[src/rtl/tetris_pkg.sv]
// Shared types and constants for the tetris game sequencer: board command codes,
// piece identifiers, player-input bit positions, line-clear scoring and randomizer settings.
package tetris_pkg;

  typedef enum logic [2:0] {
    CMD_NOP    = 3'd0,
    CMD_LEFT   = 3'd1,
    CMD_RIGHT  = 3'd2,
    CMD_ROTATE = 3'd3,
    CMD_DOWN   = 3'd4,
    CMD_SPAWN  = 3'd5,
    CMD_CLEAR  = 3'd6,
    CMD_RESET  = 3'd7
  } cmd_code_t;

  localparam logic [2:0] PIECE_LEN      = 3'd1;
  localparam logic [2:0] PIECE_SKEW     = 3'd2;
  localparam logic [2:0] PIECE_T        = 3'd3;
  localparam logic [2:0] PIECE_L        = 3'd4;
  localparam logic [2:0] PIECE_BLOCK    = 3'd5;
  localparam logic [2:0] PIECE_SKEWEN   = 3'd6;
  localparam logic [2:0] PIECE_STRAIGHT = 3'd7;

  localparam int OP_RIGHT  = 0;
  localparam int OP_LEFT   = 1;
  localparam int OP_DOWN   = 2;
  localparam int OP_ROTATE = 3;
  localparam int OP_START  = 4;

  localparam logic [3:0] SCORE_INC_1 = 4'd1;
  localparam logic [3:0] SCORE_INC_2 = 4'd3;
  localparam logic [3:0] SCORE_INC_3 = 4'd7;
  localparam logic [3:0] SCORE_INC_4 = 4'd10;

  localparam logic [15:0] LFSR_SEED = 16'hACE1;
  // x^16 + x^14 + x^13 + x^11 + 1 in right-shifting Galois form
  localparam logic [15:0] LFSR_TAPS = 16'hB400;

  // One move per frame: ROTATE beats DOWN beats a single horizontal move;
  // LEFT and RIGHT together cancel out.
  function automatic cmd_code_t arbitrate_op(input logic [4:0] op);
    cmd_code_t c;
    c = CMD_NOP;
    if (op[OP_ROTATE])
      c = CMD_ROTATE;
    else if (op[OP_DOWN])
      c = CMD_DOWN;
    else if (op[OP_LEFT] != op[OP_RIGHT])
      c = op[OP_LEFT] ? CMD_LEFT : CMD_RIGHT;
    return c;
  endfunction

  function automatic logic [3:0] line_score(input logic [2:0] lines);
    logic [3:0] inc;
    case (lines)
      3'd1:    inc = SCORE_INC_1;
      3'd2:    inc = SCORE_INC_2;
      3'd3:    inc = SCORE_INC_3;
      3'd4:    inc = SCORE_INC_4;
      default: inc = 4'd0;
    endcase
    return inc;
  endfunction

endpackage

[src/rtl/tetris_piece_rng.sv]
// Piece randomizer: 16-bit Galois LFSR stepped once per spawn; the low three bits
// select the piece, with the all-zero pattern remapped to the straight piece.
module tetris_piece_rng
  import tetris_pkg::*;
(
  input  logic       clock,
  input  logic       reset_n,
  input  logic       advance,
  output logic [2:0] piece
);

  logic [15:0] lfsr;

  always_ff @(posedge clock or negedge reset_n) begin
    if (!reset_n)
      lfsr <= LFSR_SEED;
    else if (advance)
      lfsr <= {1'b0, lfsr[15:1]} ^ (lfsr[0] ? LFSR_TAPS : 16'h0000);
  end

  assign piece = (lfsr[2:0] == 3'd0) ? PIECE_STRAIGHT : lfsr[2:0];

endmodule

[src/rtl/tetris_game_sequencer.sv]
// Game controller: turns frame-synchronous player input and gravity into a serialized
// board command stream. Optional pause support is built when TETRIS_PAUSE_EN is defined.
module tetris_game_sequencer
  import tetris_pkg::*;
#(
  parameter int GRAVITY_FRAMES = 6,
  parameter int SCORE_W        = 8
) (
  input  logic               clock,
  input  logic               reset_n,
  input  logic               vsync,
  input  logic [4:0]         operation,
  output logic               cmd_req,
  output logic [2:0]         cmd_code,
  output logic [2:0]         cmd_piece,
  input  logic               cmd_done,
  input  logic               cmd_blocked,
  input  logic [2:0]         cmd_lines,
  output logic [SCORE_W-1:0] score,
  output logic               playing,
  output logic               gameover,
  output logic [3:0]         fsm_state
);

  localparam logic [3:0] IDLE     = 4'd0;
  localparam logic [3:0] RESET_BD = 4'd1;
  localparam logic [3:0] SPAWN    = 4'd2;
  localparam logic [3:0] PLAY     = 4'd3;
  localparam logic [3:0] USER     = 4'd4;
  localparam logic [3:0] GRAV     = 4'd5;
  localparam logic [3:0] CLEAR    = 4'd6;
  localparam logic [3:0] OVER     = 4'd7;
`ifdef TETRIS_PAUSE_EN
  localparam logic [3:0] PAUSE    = 4'd8;
`endif

  localparam logic [5:0] GRAV_LAST = 6'(GRAVITY_FRAMES - 1);

  logic [3:0]         state;
  logic [2:0]         vsync_sync;
  logic               frame_start;
  logic [5:0]         frame_cnt;
  logic               grav_pend;
  cmd_code_t          op_pend;
  cmd_code_t          cur_op;
  cmd_code_t          issue_code;
  logic               counting;
  logic               cmd_state;
  logic               issue;
  logic               finish;
  logic [2:0]         rng_piece;
  logic [SCORE_W:0]   score_sum;
  logic [SCORE_W-1:0] score_next;
`ifdef TETRIS_PAUSE_EN
  logic               pause_req;
`endif

  // Two flops resynchronize vsync; the third holds the previous level for edge detection.
  always_ff @(posedge clock or negedge reset_n) begin
    if (!reset_n)
      vsync_sync <= 3'b000;
    else
      vsync_sync <= {vsync_sync[1:0], vsync};
  end

  assign frame_start = vsync_sync[1] & ~vsync_sync[2];

  assign counting  = (state == PLAY) || (state == USER) || (state == GRAV) || (state == CLEAR);
  assign cmd_state = (state == RESET_BD) || (state == SPAWN) || (state == USER) ||
                     (state == GRAV) || (state == CLEAR);

  // Handshake: cmd_req rises the cycle after a command state is entered and holds
  // cmd_code/cmd_piece steady until a cycle where cmd_done is high; it drops on the
  // following edge, together with the state change. cmd_done with cmd_req low is ignored.
  assign issue  = cmd_state && !cmd_req;
  assign finish = cmd_req && cmd_done;

  always_comb begin
    issue_code = CMD_NOP;
    case (state)
      RESET_BD: issue_code = CMD_RESET;
      SPAWN:    issue_code = CMD_SPAWN;
      USER:     issue_code = cur_op;
      GRAV:     issue_code = CMD_DOWN;
      CLEAR:    issue_code = CMD_CLEAR;
      default:  issue_code = CMD_NOP;
    endcase
  end

  assign score_sum  = {1'b0, score} + {{(SCORE_W-3){1'b0}}, line_score(cmd_lines)};
  assign score_next = score_sum[SCORE_W] ? {SCORE_W{1'b1}} : score_sum[SCORE_W-1:0];

  tetris_piece_rng u_rng (
    .clock   (clock),
    .reset_n (reset_n),
    .advance (issue && (state == SPAWN)),
    .piece   (rng_piece)
  );

  always_ff @(posedge clock or negedge reset_n) begin
    if (!reset_n) begin
      state     <= IDLE;
      cmd_req   <= 1'b0;
      cmd_code  <= CMD_NOP;
      cmd_piece <= 3'd0;
      score     <= '0;
      frame_cnt <= 6'd0;
      grav_pend <= 1'b0;
      op_pend   <= CMD_NOP;
      cur_op    <= CMD_NOP;
`ifdef TETRIS_PAUSE_EN
      pause_req <= 1'b0;
`endif
    end else begin
      if (issue) begin
        cmd_req   <= 1'b1;
        cmd_code  <= issue_code;
        cmd_piece <= (state == SPAWN) ? rng_piece : 3'd0;
      end
      if (finish) begin
        cmd_req   <= 1'b0;
        cmd_code  <= CMD_NOP;
        cmd_piece <= 3'd0;
      end

      case (state)
        IDLE, OVER: if (frame_start && operation[OP_START]) state <= RESET_BD;
        RESET_BD: begin
          if (finish) begin
            score <= '0;
            state <= SPAWN;
          end
        end
        SPAWN: if (finish) state <= cmd_blocked ? OVER : PLAY;
        PLAY: begin
`ifdef TETRIS_PAUSE_EN
          if (pause_req) begin
            pause_req <= 1'b0;
            op_pend   <= CMD_NOP;
            grav_pend <= 1'b0;
            state     <= PAUSE;
          end else
`endif
          if (op_pend != CMD_NOP) begin
            cur_op  <= op_pend;
            op_pend <= CMD_NOP;
            state   <= USER;
          end else if (grav_pend) begin
            grav_pend <= 1'b0;
            state     <= GRAV;
          end
        end
        USER: if (finish) state <= PLAY;
        GRAV: if (finish) state <= cmd_blocked ? CLEAR : PLAY;
        CLEAR: begin
          if (finish) begin
            score <= score_next;
            state <= SPAWN;
          end
        end
`ifdef TETRIS_PAUSE_EN
        PAUSE: if (frame_start && operation[OP_START]) state <= PLAY;
`endif
        default: state <= IDLE;
      endcase

      // Placed after the state case so a frame landing in the same cycle that PLAY
      // consumes the pending work re-arms it rather than being lost.
      if (frame_start && counting) begin
`ifdef TETRIS_PAUSE_EN
        if (operation[OP_START])
          pause_req <= 1'b1;
        else
`endif
        begin
          op_pend <= arbitrate_op(operation);
          if (frame_cnt == GRAV_LAST) begin
            frame_cnt <= 6'd0;
            grav_pend <= 1'b1;
          end else begin
            frame_cnt <= frame_cnt + 6'd1;
          end
        end
      end
    end
  end

  assign playing   = (state == SPAWN) || counting;
  assign gameover  = (state == OVER);
  assign fsm_state = state;

endmodule

[config.mk]
export PLATFORM = sky130hd
export DESIGN_NAME = tetris_game_sequencer
export DESIGN_NICKNAME = d
export VERILOG_FILES = /design/src/rtl/tetris_pkg.sv /design/src/rtl/tetris_piece_rng.sv /design/src/rtl/tetris_game_sequencer.sv
export SDC_FILE = /design/constraint.sdc
export NUM_CORES = 1
export LEC_CHECK = 0
export ABC_AREA = 1
export CORE_MARGIN = 3
export CORE_UTILIZATION = 59
export DETAILED_ROUTE_END_ITERATION = 10
export PLACE_DENSITY_LB_ADDON = 0.15
export SYNTH_ARGS = -nofsm -noshare
export SYNTH_HDL_FRONTEND = slang
export SYNTH_SLANG_ARGS = --single-unit
[constraint.sdc]
create_clock -name clock -period 4.3 [get_ports clock]
set_input_delay 0.645 -clock clock [delete_from_list [all_inputs] [get_ports clock]]
set_output_delay 0.645 -clock clock [all_outputs]
set_load 0.1 [all_outputs]
==> results of run 1 <==
==> final cells by class <==
type | count | area [µm²]
inverter | 42 | 158
clock buffer | 5 | 68.8
multi-input combinational | 230 | 1120
clock inverter | 3 | 28.8
timing repair buffer | 33 | 323
fill | 317 | 1090
tap | 50 | 62.6
sequential | 50 | 1260
==> how the worst min path moves through the flow <==
stage,start,end,cells past startpoint
after floorplan,vsync_sync[0],vsync_sync[1],0
after detailed placement,vsync_sync[0],vsync_sync[1],0
final,vsync_sync[0],vsync_sync[1],0
after global placement,vsync_sync[0],vsync_sync[1],0
after CTS,vsync_sync[0],vsync_sync[1],0
after global routing,vsync_sync[0],vsync_sync[1],0
==> worst reg2reg max path, delay by kind of cell (launching register included) <==
family,cells,cell delay (ns)
compound gates,1,0.09
fa+ha+maj,2,0.57
buf+inv,2,0.14
flops,1,0.40
simple gates,5,0.69
==> per-layer routing <==
metal  part of all wire (%)  global-route usage, %  up-vias
li1                       -                      -     1104
met1                     44                   28.5     1020
met2                     49                   36.3       56
met3                    5.4                   4.99        9
met4                    1.4                   7.93        0
met5                      0                      0        -
==> report_power, final <==
part	switching, mW	total [mW]	internal [mW]
sequential	0.0912	0.653	0.562
combinational	0.807	1.07	0.259
clock	0.174	0.295	0.122
total	1.07	2.01	0.943
==> placed cells by master, fill, tap and decap left out <==
cell,n
dfrtp_1,42
dfstp_2,8
or2_2,1
inv_2,5
clkinv_4,1
a21oi_1,9
and2_1,1
fa_1,1
clkinv_1,1
buf_2,1
ha_1,6
clkdlybuf4s50_1,31
nand3_2,1
inv_1,36
nand3_1,28
nand2_1,103
nand2_2,1
o21ai_1,4
nor2_4,2
clkbuf_8,5
nor2_2,2
conb_1,1
o22ai_1,1
xnor2_1,4
o21ai_2,2
o21ai_0,33
xor2_1,3
a31oi_1,1
buf_4,1
nor3_1,3
inv_8,1
inv_6,1
nand2_4,1
nand4_1,1
nor2_1,21
==> stage by stage <==
step | cell area [µm²] | setup slack [ns] | utilization, % | power, mW
finish | 3020 | 1.15 | 73.5 | 2.01
global route | 3020 | 1.02 | 73.5 | 2.13
CTS | 3020 | 1.14 | 73.5 | 2.03
detailed placement | 2930 | 1.50 | 71.1 | 1.73
global placement | 2930 | 1.55 | 71.1 | 1.71
floorplan | 2580 | 1.07 | - | 1.48
==> logic make-up after synthesis <==
group / count (synthesis)
and+or+nand+nor: 165
DFF: 50
adders and majority gates: 7
other: 1
xor gates and xnor gates: 7
buffers and inverters: 49
AOI/OAI and AO/OA: 50
==> out/metrics.csv, run 1 <==
metric;value;unit
portBuffers;32;
antenna_found_initial;0;
cts_htree_levels;2;
arrival;2.51;ns
cp.depth;6;
place.gp.congestion;0.912;
critPathLaunchType;flip-flop;
grt_pass1_wl;9030;µm
path_class;reg -> out;
vdd_drop_max;589;µV
numCtsBuffers;5;
cp_max_fo;10;
timing.rr.end;score[1];
worstPathCellList;inv_2 -> nand3_1 -> nand2_1 -> nor2_2 -> nand2_1 -> clkdlybuf4s50_1;
hold_slack;0.367;ns
synth.area.mux_share;0;%
crit_end;playing;
slew_headroom;34.7;%
largest_reg_flops;16;
synth_xor_area_share;2.38;%
synthSimpleGateAreaFrac;27.2;%
grt_pass1_vias;2033;
cp-startpoint;fsm_state[2];
ys_top_cells_by_count;nand2_1, dfrtp_1, inv_1, o21ai_0, nand3_1;
crit_buf_inv;2;
yosys-top-cells-area;dfrtp_1, nand2_1, dfstp_2;
root_buffer;clkbuf_8;
critPathMaxStageDelay;1.13;ns
fin_crit_sh;73.3;%
power_density;666;nW/µm²
yosys.cell_types.count;32;
yosysTopAreaCell;dfrtp_1;
cp.required;3.65;ns
crit_top_cell;nand2_1;
reg2reg_depth;10;
slew_violations;0;
hold_class;reg -> reg;
syn-num-nets;349;
tns;0;ns
n_antenna_cell;0;
synth_top_family_by_area;simple AND/OR/NAND/NOR gates;
ant_nets;0;
largest_register;u_rng.lfsr;
path_clk_slew;0.09;ns
num_rows;23;
setup_violations;0;
max_freq;0.317;GHz
die_h;72.1;µm
top_regs;u_rng.lfsr: 16 flops, score: 8 flops, frame_cnt: 6 flops;
dp_hpwl;3880;µm
finClkSkew;0.0115;ns
synth_fa_ha_area_share;3.69;%
ys_seq_area_share;48.9;%
synth_ff_type;dfrtp_1;
rrSetupSlack;2.34;ns
drv_cap;0;
grtUsageTotal;22.0;%
drt_iter0_drc;101;
async_reset_ff_share;100;%
status;complete, no violations;
cellLeakagePower;1.49;nW
yosys.area.top_type_share;40.7;%
vias;2189;
clkSinkCount;50;
viasPerCell;5.30;
hold_viol;0;
synth_area;2580;µm²
fin_cells;413;
ios;34;
synth_edf_count;0;
synthCells;329;
cts_tree;done;
grt_setup_unrepaired;false;
yosys.cell_count.top_type;nand2_1;
cts_setup_buffers;0;
post-place-cells;405;
avgSynthCellArea;7.84;µm²
grt_overflow_total;0;
tightest_slew;0.976;ns
grt_max_degree;51;
dr.pass1.iters;4;
period_needed;3.15;ns
worstSkewPairLatency;0.32;ns
ctsResizeCount;0;
timing.rr.start;score[0];
initial_utilization;62.7;%
drc;0;
synth_compound_area_share;10.1;%
avgRoutedWirePerCell;12.7;µm
routed_wl;5230;µm
ctsHoldBuffers;0;
clk_path_buf_depth;2;
worst_path_max_delay_cell;clkdlybuf4s50_1;
dieArea;5200;µm²
fin_nets;382;
synth_seq_cells;50;
core;4120;µm²
cp_top_family;buffers and inverters;
yosysWarnings;0;
drive_gt1_share;9.09;%
die_x;72.1;µm
syn2layout_area_growth;17.2;%
endpoint_kind;output port;
Note: power is estimated with default switching activity, not from simulation.
==> inputs of run 2 (changes only) <==
--- a/config.mk
+++ b/config.mk
@@ -7,7 +7,7 @@
 export LEC_CHECK = 0
 export ABC_AREA = 1
 export CORE_MARGIN = 3
-export CORE_UTILIZATION = 59
+export CORE_UTILIZATION = 49
 export DETAILED_ROUTE_END_ITERATION = 10
 export PLACE_DENSITY_LB_ADDON = 0.15
 export SYNTH_ARGS = -nofsm -noshare
==> constraint.sdc (replaced) <==
create_clock -name clock -period 2.6 [get_ports clock]
set_input_delay 0.39 -clock clock [delete_from_list [all_inputs] [get_ports clock]]
set_output_delay 0.39 -clock clock [all_outputs]
set_load 0.1 [all_outputs]
==> out/metrics.csv, run 2 (synthesis results as in run 1) <==
metric;value;unit;change
status;complete, no violations;;
avgRoutedWirePerCell;11.7;µm;-7.9%
path_clk_slew;0.09;ns;about the same
top_regs;u_rng.lfsr: 16 flops, score: 8 flops, frame_cnt: 6 flops;;
p_total;3.33;mW;+65%
critPathLaunchType;primary input;;
fin_cells;430;;+4.1%
cts_tree;done;;
initial_utilization;52.5;%;-10 points
routed_wl;5010;µm;-4.1%
path_class;in -> reg;;
numCtsBuffers;5;;unchanged
die_h;78.6;µm;+8.9%
place.gp.congestion;0.869;;-4.7%
timing.rr.end;score[6];;
power_density;1100;nW/µm²;+65%
grt_setup_unrepaired;false;;
largest_reg_flops;16;;unchanged
finClkSkew;0.00522;ns;-0.00631 ns
largest_register;u_rng.lfsr;;
endpoint_kind;flip-flop;;
fin_crit_sh;85.4;%;
dr.pass1.iters;4;;unchanged
grt_pass1_wl;8890;µm;-1.6%
cts_htree_levels;2;;unchanged
num_rows;25;;+8.7%
drive_gt1_share;14.9;%;+5.8 points
n_antenna_cell;0;;unchanged
ctsResizeCount;0;;unchanged
worstSkewPairLatency;0.30;ns;-0.02 ns
tns;0;ns;unchanged
cts_setup_buffers;0;;unchanged
root_buffer;clkbuf_8;;
dieArea;6170;µm²;+19%
grt_pass1_vias;2037;;+0.20%
layout_commonest_cell;nand2_1;;
arrival;2.47;ns;-0.04 ns
place_area;2910;µm²;-0.43%
vias;2150;;-1.8%
cp.required;2.85;ns;-0.80 ns
grtUsageTotal;17.9;%;-4.1 points
top_usage_layer;met2;;
grt_util_met2;30.2;%;-6.1 points
die_x;78.6;µm;+8.9%
vdd_drop_max;589;µV;about the same
timing.rr.start;score[0];;
slew_violations;0;;unchanged
antenna_found_initial;0;;unchanged
ctsHoldBuffers;0;;unchanged
reg2reg_depth;10;;unchanged
portBuffers;32;;unchanged
max_freq;0.450;GHz;
clk_path_buf_depth;2;;unchanged
drc;0;;unchanged
drv_cap;0;;unchanged
grt_overflow_total;0;;unchanged
ant_nets;0;;unchanged
fin_nets;382;;unchanged
setup_ws;0.380;ns;-0.769 ns
hold_class;in -> async;;
postLayoutCellArea;3020;µm²;unchanged
syn2layout_area_growth;17.2;%;unchanged
pre_cts_ws;0.0930;ns;-1.41 ns
cellLeakagePower;1.53;nW;+2.5%
grt_max_degree;32;;-37%
ios;34;;unchanged
hold_viol;0;;unchanged
viasPerCell;5.00;;-5.7%
drt_iter0_drc;92;;-8.9%
rrSetupSlack;0.70;ns;-1.64 ns
grt_use_met3;4.47;%;-0.51 points
cp_max_fo;6;;-4
clkSinkCount;50;;unchanged
use_met1;22.5;%;-6.1 points
setup_violations;0;;unchanged
mostFrequentLayoutCells;nand2_1, dfrtp_1, inv_1;;
dp_hpwl;3720;µm;-4.1%
period_needed;2.22;ns;
core;4910;µm²;+19%
post-place-cells;422;;+4.2%
[run 2: cell count changes in the layout (fill, tap and decap cells not counted), sizes merged]
cell	before	now
buf	2	22
clkbuf	5	6
clkinvlp	0	1
bufinv	0	1
clkdlybuf4s50	31	11
inv	43	41
clkinv	2	1
[run 2: routing by layer]
| metal | up-vias | wire, µm |
|---|---|---|
| met4 | 0 | 72 |
| met1 | 1003 | 2370 |
| met5 | - | 0 |
| li1 | 1105 | - |
| met3 | 10 | 184 |
| met2 | 32 | 2380 |
[run 2: critical path: stages]
cell,delay [ns]
clkdlybuf4s50_1,0.50
nor2_1,0.06
nor2_1,0.09
ha_1,0.17
inv_1,0.06
fa_1,0.38
inv_1,0.09
nand3_1,0.06
nand2_1,0.14
nand3_1,0.23
nand2_1,0.14
o21ai_0,0.08
nand2_1,0.07
[run 2: stage by stage]
| step | utilization [%] | hold slack, ns |
|---|---|---|
| after floorplan | - | 0.0944 |
| after global placement | 59.3 | 0.346 |
| after detailed placement | 59.3 | 0.349 |
| after CTS | 61.6 | 0.0384 |
| after global routing | 61.6 | 0.0502 |
| final | 61.6 | 0.0349 |
[run 2: layout make-up]
type / instances / area (µm²)
Clock inverter: 2 / 37.5
Timing Repair Buffer: 33 / 285
Tap cell: 67 / 83.8
Sequential cell: 50 / 1260
Inverter: 42 / 158
Fill cell: 455 / 1890
Multi-Input combinational cell: 230 / 1120
Clock buffer: 6 / 72.6
[run 2: where the power goes]
group          internal (mW)  switching [mW]
Sequential             0.930           0.148
Combinational          0.397            1.31
Clock                  0.287           0.256
Total                   1.61            1.72
[run 2: how the worst max path moves through the flow]
stage / from / to / depth (start not counted)
floorplan: fsm_state[0] / playing / 6
CTS: cmd_lines[1] / score[6] / 13
finish: cmd_lines[1] / score[6] / 13
detailed placement: cmd_lines[1] / score[6] / 13
global placement: cmd_lines[1] / score[2] / 13
global route: cmd_lines[1] / score[6] / 12
